===== config.mk =====
export PLATFORM = sky130hd
export DESIGN_NAME = async_req_bridge_flat
export DESIGN_NICKNAME = d
export VERILOG_FILES = /design/src/rtl/cache_ctrl_pkg.sv /design/src/rtl/async_req_bridge_if.sv /design/src/rtl/sync_nff.sv /design/src/rtl/async_req_bridge.sv /design/src/flat_wrapper.sv
export SDC_FILE = /design/constraint.sdc
export NUM_CORES = 1
export LEC_CHECK = 0
export ABC_AREA = 1
export BUFFER_PORTS_ARGS = -buffer_cell sky130_fd_sc_hd__buf_2
export CORE_MARGIN = 2
export CORE_UTILIZATION = 30
export CTS_CLUSTER_SIZE = 24
export DETAILED_ROUTE_END_ITERATION = 8
export GPL_TIMING_DRIVEN = 0
export PLACE_DENSITY = 0.47
export SLEW_MARGIN = 20
export SYNTH_ARGS = -nofsm -noshare
export SYNTH_HDL_FRONTEND = slang
export SYNTH_HIERARCHICAL = 1
export SYNTH_SLANG_ARGS = --single-unit

===== constraint.sdc =====
create_clock -name clk -period 1.62 [get_ports clk]
set_clock_uncertainty 0.2 [all_clocks]
set_input_delay 0.081 -clock clk [delete_from_list [all_inputs] [get_ports clk]]
set_output_delay 0.081 -clock clk [all_outputs]
set_load 0.01 [all_outputs]

===== src/rtl/cache_ctrl_pkg.sv =====
// Shared definitions for the 2-phase bundled-data bridges feeding the cache controller.
package cache_ctrl_pkg;

  localparam int unsigned DATA_W_DEFAULT      = 32;
  localparam int unsigned SYNC_STAGES_DEFAULT = 2;

  typedef logic phase_t;

  function automatic phase_t phase_flip(input phase_t p);
    return ~p;
  endfunction

endpackage


===== src/rtl/async_req_bridge_if.sv =====
// Upstream 2-phase request/ack bundle plus downstream valid/ready stream.
interface async_req_bridge_if
  import cache_ctrl_pkg::*;
#(
  parameter int unsigned DATA_W = DATA_W_DEFAULT
) ();

  phase_t              inR;
  logic [DATA_W-1:0]   inData;
  phase_t              outA;
  logic                valid_o;
  logic [DATA_W-1:0]   data_o;
  logic                ready_i;

  modport master (
    output inR, inData, ready_i,
    input  outA, valid_o, data_o
  );

  modport slave (
    input  inR, inData, ready_i,
    output outA, valid_o, data_o
  );

endinterface


===== src/rtl/sync_nff.sv =====
// N-flop synchronizer with asynchronous active-low clear to 0.
module sync_nff #(
  parameter int unsigned STAGES = 2
) (
  input  logic clk,
  input  logic rstn,
  input  logic i_d,
  output logic o_q
);

  (* ASYNC_REG = "TRUE" *) logic [STAGES-1:0] r_sync;

  always_ff @(posedge clk or negedge rstn) begin
    if (!rstn) begin
      r_sync <= '0;
    end else begin
      r_sync <= {r_sync[STAGES-2:0], i_d};
    end
  end

  assign o_q = r_sync[STAGES-1];

endmodule


===== src/rtl/async_req_bridge.sv =====
// Terminates a 2-phase bundled-data pipeline: synchronizes inR, captures tokens
// into a small FIFO, returns outA per capture, and presents a valid/ready stream.
module async_req_bridge
  import cache_ctrl_pkg::*;
#(
  parameter int unsigned DATA_W      = DATA_W_DEFAULT,
  parameter int unsigned SYNC_STAGES = SYNC_STAGES_DEFAULT,
  parameter int unsigned DEPTH       = 2
) (
  input  logic              clk,
  input  logic              rstn,
  async_req_bridge_if.slave bus
);

  localparam int unsigned      PTR_W    = $clog2(DEPTH);
  localparam int unsigned      CNT_W    = PTR_W + 1;
  localparam logic [CNT_W-1:0] FULL_CNT = CNT_W'(DEPTH);

  logic [DATA_W-1:0] r_mem [DEPTH];
  logic [PTR_W-1:0]  r_head;
  logic [PTR_W-1:0]  r_tail;
  logic [CNT_W-1:0]  r_count;
  phase_t            r_phase;
  phase_t            r_outA;

  phase_t w_sync;
  logic   w_pending;
  logic   w_push;
  logic   w_pop;

  sync_nff #(
    .STAGES (SYNC_STAGES)
  ) u_sync (
    .clk  (clk),
    .rstn (rstn),
    .i_d  (bus.inR),
    .o_q  (w_sync)
  );

  // Full is judged on the registered count, so a pop never frees a slot for a
  // push on the same edge; a stalled token lands one edge after the pop.
  assign w_pending = (w_sync != r_phase);
  assign w_push    = w_pending && (r_count < FULL_CNT);
  assign w_pop     = (r_count != '0) && bus.ready_i;

  always_ff @(posedge clk or negedge rstn) begin
    if (!rstn) begin
      r_mem   <= '{default: '0};
      r_head  <= '0;
      r_tail  <= '0;
      r_count <= '0;
      r_phase <= 1'b0;
      r_outA  <= 1'b0;
    end else begin
      if (w_push) begin
        r_mem[r_tail] <= bus.inData;
        r_tail        <= r_tail + PTR_W'(1);
        r_phase       <= w_sync;
        r_outA        <= phase_flip(r_outA);
      end
      if (w_pop) begin
        r_head <= r_head + PTR_W'(1);
      end
      case ({w_push, w_pop})
        2'b10:   r_count <= r_count + CNT_W'(1);
        2'b01:   r_count <= r_count - CNT_W'(1);
        default: r_count <= r_count;
      endcase
    end
  end

  assign bus.outA    = r_outA;
  assign bus.valid_o = (r_count != '0);
  assign bus.data_o  = r_mem[r_head];

endmodule


===== src/flat_wrapper.sv =====
// flat-port wrapper written by rule: the top's interface ports become plain ports
module async_req_bridge_flat import cache_ctrl_pkg::*;
#(
  parameter int unsigned DATA_W      = DATA_W_DEFAULT,
  parameter int unsigned SYNC_STAGES = SYNC_STAGES_DEFAULT,
  parameter int unsigned DEPTH       = 2
)
  (clk, rstn, bus_inR, bus_inData, bus_ready_i, bus_outA, bus_valid_o, bus_data_o);
  async_req_bridge_if #(.DATA_W(DATA_W)) bus_i ();
  input  logic clk;
  input  logic rstn;
  input wire logic [$bits(bus_i.inR)-1:0] bus_inR;
  input wire logic [$bits(bus_i.inData)-1:0] bus_inData;
  input wire logic [$bits(bus_i.ready_i)-1:0] bus_ready_i;
  output wire logic [$bits(bus_i.outA)-1:0] bus_outA;
  output wire logic [$bits(bus_i.valid_o)-1:0] bus_valid_o;
  output wire logic [$bits(bus_i.data_o)-1:0] bus_data_o;
  assign bus_i.inR = bus_inR;
  assign bus_i.inData = bus_inData;
  assign bus_i.ready_i = bus_ready_i;
  assign bus_outA = bus_i.outA;
  assign bus_valid_o = bus_i.valid_o;
  assign bus_data_o = bus_i.data_o;
  async_req_bridge #(.DATA_W(DATA_W), .SYNC_STAGES(SYNC_STAGES), .DEPTH(DEPTH)) u_core (.clk(clk), .rstn(rstn), .bus(bus_i));
endmodule

==> metrics <==
met3 Usage GRT ~3.6%; status complete, but fails checks; post-DP HPWL 6230 um; Worst Slack Setup Final -0.00799 ns; Routed Antenna Nets 0; Mapped Nets roughly 460; failing checks negative setup slack; min cycle time layout roughly 1.6 ns; r2r startpoint u_core/r_phase; Post-synth EDFFs 0; Worst-Margin Slew around 0.48 ns; Reg2Reg Depth 9; critical path capture point type flip-flop; R2R Path End u_core/r_count[1]; H-tree depth 3; gr usage total 16.7%; first drt pass iteration count 7; diode count 0; YS warnings 6; most instantiated cells after synthesis 237 x nand2_1, 72 x dfrtp_1, 45 x nand3_1; critical path class flip-flop to flip-flop; cells after synthesis between 400 and 500; CP max stage cell dfrtp_1; Setup-failing EPs final 1; RSZ-0062 raised after global routing true; Top cell by count, worst path nand2_2; grt total ovfl 0; Reg area roughly 1800 um^2; Horiz. Die Dim about 110 um; dpl ws -0.200 ns; Final Net Count ~590; power density of the placed cells 2180 nW/um^2; CP Cell Sequence nand2_2 -> nand2_2 -> nor2_4 -> buf_6 -> inv_4 -> ha_4 -> or2_4 -> nand4_1 -> nand2_1; initial antenna violation count 0; busiest grt layer met2; DRC viols 0; Final Util approximately 45%; Critical Path AT between 1.5 and 2 ns; fin. max-slew vios 0; Core ar. 10900 um^2; port bufs 69; crit-path max FO 3; largest net degree at the start of global routing 53; clock buffers created by TritonCTS 9; Worst-path clk slew around 0.05 ns; synth top area cells dfrtp_1 53%, nand2_1 26%, nand3_1 6.6%, nand3_2 5.9%, buf_2 1.9%; # IOs 70; Worst Setup SP u_core/r_phase; die area 12200 um^2; GR Util met1 roughly 22%; Fin. Hold Viols 0; Layout area overhead 44.5%; Fillers ~1100; Leak 2.65 nW; Clk Latency, worst-skew pair about 0.32 ns; Max-slew headroom 67.9%; Worst R2R Setup Slack -0.008 ns; HP Class flip-flop to flip-flop; Peak VDD IR 972 uV; Critical Path Source Type flip-flop; Final GP Congestion just under 0.8; Syn Area/Cell about 8.1 um^2; DR vias/cell around 4.4; Core Rows 38; met2 GRT Util approximately 28%; Max Cap Violations 0; Synth Cell Area about 3400 um^2; initial core utilization ~31%; Yosys reg bits between 70 and 80; critical path endpoint u_core/r_count[1]; CP peak stage delay about 0.40 ns; first-pass GRT wire length 16400 um; Non-Filler Instances 696; FMAX 0.614 GHz; cell with the most instances after synthesis nand2_1; largest area contributor in the netlist dfrtp_1; post-synth top area share 53.0%; DR WL/cell roughly 14 um; asr flop ratio synth 100%; clock root buffer clkbuf_16; sequential-to-total area share from yosys stat a little over half; layout cell share with drive strength beyond 1 approximately 30%; CTS Buffer Depth 2; initial DRC count 138; Final Cycle Share 100%; CTS Sinks slightly above 70; Post-Place Cells between 600 and 700; via count between 3000 and 4000; ys flop type dfrtp_1; Worst Path Required around 1.6 ns; multi-input logic area 1460 um^2; final wirelength just under 10000 um; Cell variety after synth 21; vias in the first global route 3204; Die H 110 um; CTS tree yes; total power 10.7 mW
-- layer usage --
metal | routed length, um | up-vias | share of wire, %
li1 | - | 1574 | -
met1 | 4510 | 1451 | 47
met2 | 4710 | 57 | 49
met3 | 310 | 7 | 3.2
met4 | 80 | 0 | 0.83
met5 | 0 | - | 0
-- report_power, final --
group	switching, mW	internal (mW)
Sequential	0.471	2.69
Clock	0.720	1.58
Combinational	3.12	2.13
Total	4.31	6.40
-- registers in the layout, summed over array words and instances, names as in the netlist --
name                  cells
u_core/bus.outA           1
u_core/r_head             1
u_core/r_phase            1
u_core/r_tail             1
u_core/r_count            2
u_core/r_mem             64
u_core/u_sync/r_sync      2
-- what timing repair did --
item	CTS	global route
resized for setup	22	30
setup endpoints to repair	63	89
hold buffers	36	0
pin swaps	4	4
setup buffers	9	4
hold endpoints to repair	138	0
-- metrics by stage --
| step | hold WS [ns] | TNS (ns) | cell area [um^2] |
|---|---|---|---|
| after floorplan | -0.415 | -0.0394 | 3420 |
| after global placement | -0.0111 | -26.11 | 3940 |
| after detailed placement | -0.200 | -4.33 | 3970 |
| after CTS | 0.147 | -0.0202 | 4810 |
| after global routing | 0.161 | -2.50 | 4910 |
| final | 0.146 | -0.00799 | 4910 |
-- cell families after synthesis --
family	share of synthesized area (%)
XOR/XNOR	0.515
AND/OR/NAND/NOR	40.1
flip-flops	53.0
AO/OA/AOI/OAI	0.147
buffers and inverters	5.89
adder cells (fa/ha/maj)	0.368
-- final cells by class --
cell class	count	area share (%)
Sequential cell	72	36.7
Multi-Input combinational cell	313	29.7
Timing Repair Buffer	119	17.1
Clock buffer	11	5.15
Buffer	26	4.79
Tap cell	140	3.57
Clock inverter	5	2.09
Inverter	10	0.917
-- critical path: cells and delay by family (launching register included) --
kind / cells / cell delay (ns)
fa+ha+maj: 1 / 0.14
simple gates: 6 / 0.61
buf+inv: 2 / 0.15
flops: 1 / 0.40
-- how the worst min path moves through the flow --
stage                       startpoint  slack, ns                       to  depth (start not counted)
2_1_floorplan                     rstn      -0.41          u_core/bus.outA                          0
3_3_place_gp                   bus_inR      -0.01  u_core/u_sync/r_sync[0]                          1
3_5_place_dp                      rstn      -0.20        u_core/r_count[1]                          1
4_1_cts        u_core/u_sync/r_sync[0]       0.15  u_core/u_sync/r_sync[1]                          0
5_1_grt        u_core/u_sync/r_sync[0]       0.16  u_core/u_sync/r_sync[1]                          0
6_report       u_core/u_sync/r_sync[0]       0.15  u_core/u_sync/r_sync[1]                          0
-- layout by cell type (no fill, tap or decap), drive strengths merged --
master       instances
o21ai                1
clkinv               2
buf                103
nand2              238
nor2                 2
nand3               65
bufinv               3
ha                   1
nand4                3
xor2                 1
inv                  9
dlygate4sd3         36
clkbuf              17
dfrtp               72
clkinvlp             1
xnor2                1
or2                  1
Power figures use the tool's default switching activity.
